`src/rtl/pci_conf_cyc_addr_dec_pipe.sv`:
```
// rtl/pci_conf_cyc_addr_dec_pipe.sv - buffered PCI configuration-cycle address decoder with IDSEL one-hot translation
//
// Type 0 addresses get their device number (bits 15:11) turned into a one-hot
// IDSEL bit at IDSEL_LO+d. Type 1 addresses pass straight through.
// Decoded entries are queued in a DEPTH-entry circular FIFO toward the PCI master.
// Device numbers with no IDSEL line are flagged as master-abort candidates.
// Optional feature macro: CCYC_DEC_ABORT_CNT_EN adds a saturating abort counter
// (abort_cnt_out) with a synchronous clear (abort_cnt_clr_in).

module pci_conf_cyc_addr_dec_pipe #(
   parameter int IDSEL_LO = 11,
   parameter int NUM_DEV  = 21,
   parameter int DEPTH    = 4,
   parameter int CNT_W    = 16
) (
   input  logic                     clk_in,
   input  logic                     reset_n_in,
   input  logic                     flush_in,
   input  logic                     in_valid_in,
   output logic                     in_ready_out,
   input  logic [31:0]              ccyc_addr_in,
   output logic                     out_valid_out,
   input  logic                     out_ready_in,
   output logic [31:0]              ccyc_addr_out,
   output logic                     out_type1_out,
   output logic                     out_abort_out,
   output logic [$clog2(DEPTH):0]   level_out
`ifdef CCYC_DEC_ABORT_CNT_EN
   ,
   output logic [CNT_W-1:0]         abort_cnt_out,
   input  logic                     abort_cnt_clr_in
`endif
);

   localparam int AW = $clog2(DEPTH);
   localparam int LW = AW + 1;

   // Parameter legality: a bad configuration stops elaboration instead of
   // silently producing a decoder with overlapping or missing IDSEL lines.
   if (IDSEL_LO < 3 || IDSEL_LO > 31) begin : g_bad_idsel_lo
      $error("IDSEL_LO must be in 3..31");
   end
   if (NUM_DEV < 1 || NUM_DEV > (32 - IDSEL_LO)) begin : g_bad_num_dev
      $error("NUM_DEV must be in 1..(32-IDSEL_LO)");
   end
   if (DEPTH < 2 || ((DEPTH & (DEPTH - 1)) != 0)) begin : g_bad_depth
      $error("DEPTH must be a power of two and at least 2");
   end
   if (CNT_W < 1) begin : g_bad_cnt_w
      $error("CNT_W must be at least 1");
   end

   // ------------------------------------------------------------------
   // Input-side decode
   // ------------------------------------------------------------------
   logic [4:0]  dev;
   logic [31:0] dec_addr;
   logic        dec_type1;
   logic        dec_abort;

   // Translate the raw configuration address into its bus form.
   always_comb begin
      dev       = ccyc_addr_in[15:11];
      dec_type1 = ccyc_addr_in[0];
      dec_addr  = '0;
      dec_abort = 1'b0;
      if (dec_type1) begin
         dec_addr = {ccyc_addr_in[31:2], 2'b01};
      end else begin
         // Function and register fields survive, cycle-type bits become 00.
         dec_addr[IDSEL_LO-1:2] = ccyc_addr_in[IDSEL_LO-1:2];
         dec_abort              = ({1'b0, dev} >= 6'(NUM_DEV));
         for (int i = 0; i < NUM_DEV; i++) begin
            if (dev == 5'(i)) begin
               dec_addr[IDSEL_LO+i] = 1'b1;
            end
         end
      end
   end

   // ------------------------------------------------------------------
   // FIFO control
   // ------------------------------------------------------------------
   logic [AW-1:0] wr_ptr_q, wr_ptr_d;
   logic [AW-1:0] rd_ptr_q, rd_ptr_d;
   logic [LW-1:0] level_q, level_d;
   logic          valid_q, valid_d;
   logic [31:0]   head_addr_q, head_addr_d;
   logic          head_type1_q, head_type1_d;
   logic          head_abort_q, head_abort_d;
   logic [33:0]   mem_q [DEPTH];
   logic          full;
   logic          push;
   logic          pop;

   // No full-bypass: a full FIFO refuses pushes even when it pops this cycle.
   assign full         = (level_q == LW'(DEPTH));
   assign in_ready_out = ~full & ~flush_in;
   assign push         = in_valid_in & in_ready_out;
   assign pop          = valid_q & out_ready_in & ~flush_in;

   // Next pointers, occupancy and the registered head entry.
   always_comb begin
      wr_ptr_d     = wr_ptr_q;
      rd_ptr_d     = rd_ptr_q;
      level_d      = level_q;
      head_addr_d  = head_addr_q;
      head_type1_d = head_type1_q;
      head_abort_d = head_abort_q;
      if (flush_in) begin
         wr_ptr_d = '0;
         rd_ptr_d = '0;
         level_d  = '0;
      end else begin
         if (push) begin
            wr_ptr_d = wr_ptr_q + 1'b1;
         end
         if (pop) begin
            rd_ptr_d = rd_ptr_q + 1'b1;
         end
         case ({push, pop})
            2'b10:   level_d = level_q + 1'b1;
            2'b01:   level_d = level_q - 1'b1;
            default: level_d = level_q;
         endcase
      end
      // The head register tracks the entry at the new read pointer; when
      // that slot is the one being written now, take it from the decoder.
      // An empty FIFO keeps showing the last head.
      if (level_d != '0) begin
         if (push && (wr_ptr_q == rd_ptr_d)) begin
            head_addr_d  = dec_addr;
            head_type1_d = dec_type1;
            head_abort_d = dec_abort;
         end else begin
            head_addr_d  = mem_q[rd_ptr_d][31:0];
            head_type1_d = mem_q[rd_ptr_d][32];
            head_abort_d = mem_q[rd_ptr_d][33];
         end
      end
      valid_d = (level_d != '0);
   end

   // Storage array; contents are meaningless outside the live window, so no reset.
   always_ff @(posedge clk_in) begin
      if (push) begin
         mem_q[wr_ptr_q] <= {dec_abort, dec_type1, dec_addr};
      end
   end

   // Pointer, level and head state; reset discards every queued entry at once.
   always_ff @(posedge clk_in or negedge reset_n_in) begin
      if (!reset_n_in) begin
         wr_ptr_q     <= '0;
         rd_ptr_q     <= '0;
         level_q      <= '0;
         valid_q      <= 1'b0;
         head_addr_q  <= '0;
         head_type1_q <= 1'b0;
         head_abort_q <= 1'b0;
      end else begin
         wr_ptr_q     <= wr_ptr_d;
         rd_ptr_q     <= rd_ptr_d;
         level_q      <= level_d;
         valid_q      <= valid_d;
         head_addr_q  <= head_addr_d;
         head_type1_q <= head_type1_d;
         head_abort_q <= head_abort_d;
      end
   end

   assign out_valid_out = valid_q;
   assign ccyc_addr_out = head_addr_q;
   assign out_type1_out = head_type1_q;
   assign out_abort_out = head_abort_q;
   assign level_out     = level_q;

`ifdef CCYC_DEC_ABORT_CNT_EN
   // ------------------------------------------------------------------
   // Abort counter: counts aborts as they are accepted, not when popped
   // ------------------------------------------------------------------
   logic [CNT_W-1:0] abort_cnt_q, abort_cnt_d;

   // Clear wins over a same-cycle increment; the count sticks at all-ones.
   always_comb begin
      abort_cnt_d = abort_cnt_q;
      if (abort_cnt_clr_in) begin
         abort_cnt_d = '0;
      end else if (push && dec_abort && (abort_cnt_q != '1)) begin
         abort_cnt_d = abort_cnt_q + 1'b1;
      end
   end

   // Counter register.
   always_ff @(posedge clk_in or negedge reset_n_in) begin
      if (!reset_n_in) begin
         abort_cnt_q <= '0;
      end else begin
         abort_cnt_q <= abort_cnt_d;
      end
   end

   assign abort_cnt_out = abort_cnt_q;
`endif

endmodule

```
`config.mk`:
```
export PLATFORM = sky130hd
export DESIGN_NAME = pci_conf_cyc_addr_dec_pipe
export DESIGN_NICKNAME = d
export VERILOG_FILES = /design/src/rtl/pci_conf_cyc_addr_dec_pipe.sv
export SDC_FILE = /design/constraint.sdc
export NUM_CORES = 1
export LEC_CHECK = 0
export BUFFER_PORTS_ARGS = -buffer_cell sky130_fd_sc_hd__buf_2
export CAP_MARGIN = 20
export CORE_UTILIZATION = 50
export CTS_CLUSTER_SIZE = 24
export DETAILED_ROUTE_END_ITERATION = 8
export MAX_ROUTING_LAYER = met4
export PLACE_DENSITY = 0.69
export SLEW_MARGIN = 20
export SYNTH_ARGS = -nofsm -noshare
export SYNTH_HDL_FRONTEND = slang
export SYNTH_SLANG_ARGS = --single-unit
```
`constraint.sdc`:
```
create_clock -name clk_in -period 9.55 [get_ports clk_in]
set_input_delay 1.91 -clock clk_in [delete_from_list [all_inputs] [get_ports clk_in]]
set_output_delay 1.91 -clock clk_in [all_outputs]
set_load 0.05 [all_outputs]
```
==> metrics.txt <==
status=finished, final reports clean; vias per cell=5.91; Int Pwr=1.45 mW; Post-Syn Instances=547; postcts setup bufs=0; die footprint=15000 sq um; root buffer cell=clkbuf_16; CP Buf/Inv Count=4; die height=123 microns; RSZ-0062 raised after global routing=no; PwrDens=258 nW/um^2; vias in the first global route=4711; H-tree depth=4; clock latency on the worst-skew pair=0.43 ns; async set-reset flop share out of synthesis=23.8%; top_reg_cell synth=edfxtp_1; Sequential Power Share=42.4%; Slew Limit Headroom=39.9%; type of element capturing the critical path=flop; post-synth cell types=43; n_diodes=0; Crit Reg-Reg Endpoint=ccyc_addr_out[6]; Hold Crit Class=reg2reg; WP data required=9.87 ns; FF-to-FF path depth=13; CP startpoint kind=input pin; crit-path cells=buf_2 > a21oi_1 > and2_1 > inv_1 > ha_1 > fa_1 > xnor2_1 > or3_4 > a31o_1 > buf_4 > inv_4 > nand4_4 > o221ai_1; critical path's largest stage delay=0.68 ns; crit path from=flush_in; post-synthesis sequential area ratio=66.6%; num ports=76; Sink Count=168; Detailed Place HPWL=8.91 mm; period utilization=57.1%; Initial Util=51.8%; fin crit period=5.45 ns; Clock power frac=33.1%; drt wl/cell=20.1 microns; Final Core Density=59.4%; max cap viols=0; via count=4751; Fin Setup TNS=0 ns; std cell rows=43; CTS tree=built; grt total ovfl=0; #FFs+latches synth=168; most frequent cells in the layout=130 x nand2_1, 128 x edfxtp_1, 73 x buf_2, 40 x dfrtp_1, 37 x inv_1; syn nets=590; synthesized area per cell=13.3 sq um; area of the multi-input gates=2070 sq um; FILL cells=1111; Residual DRC=0; slowest CP cell=nand4_4; P&R area growth vs syn=14.8%; Worst path top cell family by delay=simple AND/OR/NAND/NOR gates; Iter 0 DRT Violations=379; routability congestion estimate=0.751; PortBufs=73; Cell Area, Synth=7270 sq um; crit path DAT=5.77 ns; Peak VDD IR=0.136 mV; final setup fails=0; Critical Path Fanout Max=34; final antenna-violating net count=0; Yosys warning count=0; CTS resizes=0; CTS clk-pin slew, worst paths=0.06 ns; Setup crit end=ccyc_addr_out[6]; TritonCTS Buffers=17; switching share of power=32.7%; Worst-Margin Slew=0.900 ns; Comb pwr share=24.4%; critical path depth in cells=13; Worst Setup Path Type=in2reg; gr usage total=23.8%; Max clock buf depth=2; core box area=14000 sq um; commonest non-fill, non-tap cell in the layout=nand2_1; DRT Wirelength=16.1 mm; flop-to-flop setup slack=5.22 ns; Final Hold Viols=0; static leakage power=3.39 nW; net switching power=0.703 mW; # nets final=654; worst r2r src=level_out[0]; Post-Route Skew=0.00671 ns; Die Width=123 microns; fmax=184 MHz; 1st-pass router iterations=4; Reg area=4840 sq um; global-route wire length before repair=25.2 mm; EDFF count, synth=128; Final Max Tran Viols=0; hold_buf cts=0; antenna violations before repair=0; share of layout cells above drive strength 1=23.9%; largest net degree at the start of global routing=67
==> registers in the layout, indices dropped and copies added (netlist names) <==
signal / count
out_type1_out: 1
mem_q: 128
wr_ptr_q: 2
ccyc_addr_out: 30
rd_ptr_q: 2
level_out: 3
out_valid_out: 1
out_abort_out: 1
==> cell usage after synthesis, types with 2 or more instances <==
cell      count  area [sq um]
a21oi_1      34           170
a22oi_1      20           150
a32o_1       32           320
and2_1        2          12.5
and3_1        6          37.5
and3b_1       2          17.5
buf_2        15          75.1
buf_4         4          30.0
buf_6         7          78.8
clkbuf_1     11          41.3
dfrtp_1      40          1000
edfxtp_1    128          3840
ha_1          5          62.6
inv_1        37           139
mux2i_1       2          20.0
nand2_1     130           488
nor2_1        6          22.5
nor2b_1       3          18.8
nor3_1        2          10.0
nor3b_1       6          45.0
o21ai_0       3          15.0
o221ai_2     30           450
xnor2_1       2          17.5
==> area by class of cell <==
cell class,count,share of cell area [%]
tap,180,2.70
sequential,168,58.1
clock buffer,19,5.31
inverter,39,1.78
clock inverter,13,2.11
multi-input combinational,303,24.9
timing repair buffer,82,5.19
==> worst reg2reg max path: cells and delay by family (launching register included) <==
family / cells / cell delay, ns
AOI/OAI and AO/OA: 3 / 1.02
xor gates and xnor gates: 1 / 0.15
adders and majority gates: 2 / 0.63
buffers and inverters: 3 / 0.52
DFF: 1 / 0.44
and+or+nand+nor: 4 / 1.45
==> how the worst min path moves through the flow <==
stage	from	to	slack (ns)	cells after the start
floorplan	wr_ptr_q[0]	wr_ptr_q[0]	0.51	1
global placement	ccyc_addr_out[21]	ccyc_addr_out[21]	0.46	2
detailed placement	ccyc_addr_out[18]	ccyc_addr_out[18]	0.47	2
CTS	ccyc_addr_out[18]	ccyc_addr_out[18]	0.49	2
global route	ccyc_addr_out[30]	ccyc_addr_out[30]	0.52	2
finish	ccyc_addr_out[28]	ccyc_addr_out[28]	0.48	2
==> through the flow <==
stage / hold slack [ns] / std cells / power, mW / instance area [sq um] / setup slack [ns]
after global placement: 0.465 / 772 / 1.45 / 7730 / 3.75
final: 0.484 / 804 / 2.15 / 8350 / 4.10
after CTS: 0.487 / 804 / 2.17 / 8350 / 4.05
after detailed placement: 0.467 / 772 / 1.46 / 7730 / 3.61
after global routing: 0.515 / 804 / 2.23 / 8350 / 3.87
after floorplan: 0.513 / 547 / 1.33 / 7270 / 4.17
==> layer usage <==
layer | part of all wire, % | track usage [%]
met5 | 0 | -
met2 | 51 | 38.7
met1 | 42 | 29.4
met3 | 4.6 | 3.90
met4 | 2.8 | 10.6
==> cells by family (layout without fill, tap and decap cells) <==
logic type                 count (synthesis)  in the layout  synth area share [%]
buffers and inverters                     76            153                  5.14
AOI/OAI and AO/OA                        128            128                  16.4
other                                      1              1                0.0516
muxes                                      3              3                 0.465
adders and majority gates                  6              6                  1.14
DFF                                      168            168                  66.6
xor gates and xnor gates                   4              4                 0.585
and+or+nand+nor                          161            161                  9.64
==> power groups by stage <==
stage | Combinational [mW] | Clock (mW) | Sequential, mW
6_report | 0.526 | 0.713 | 0.914
5_1_grt | 0.560 | 0.747 | 0.924
4_1_cts | 0.531 | 0.721 | 0.915
3_3_place_gp | 0.520 | 0 | 0.927
3_5_place_dp | 0.530 | 0 | 0.928
2_1_floorplan | 0.194 | 0 | 1.13
Note: power is estimated with default switching activity, not from simulation.
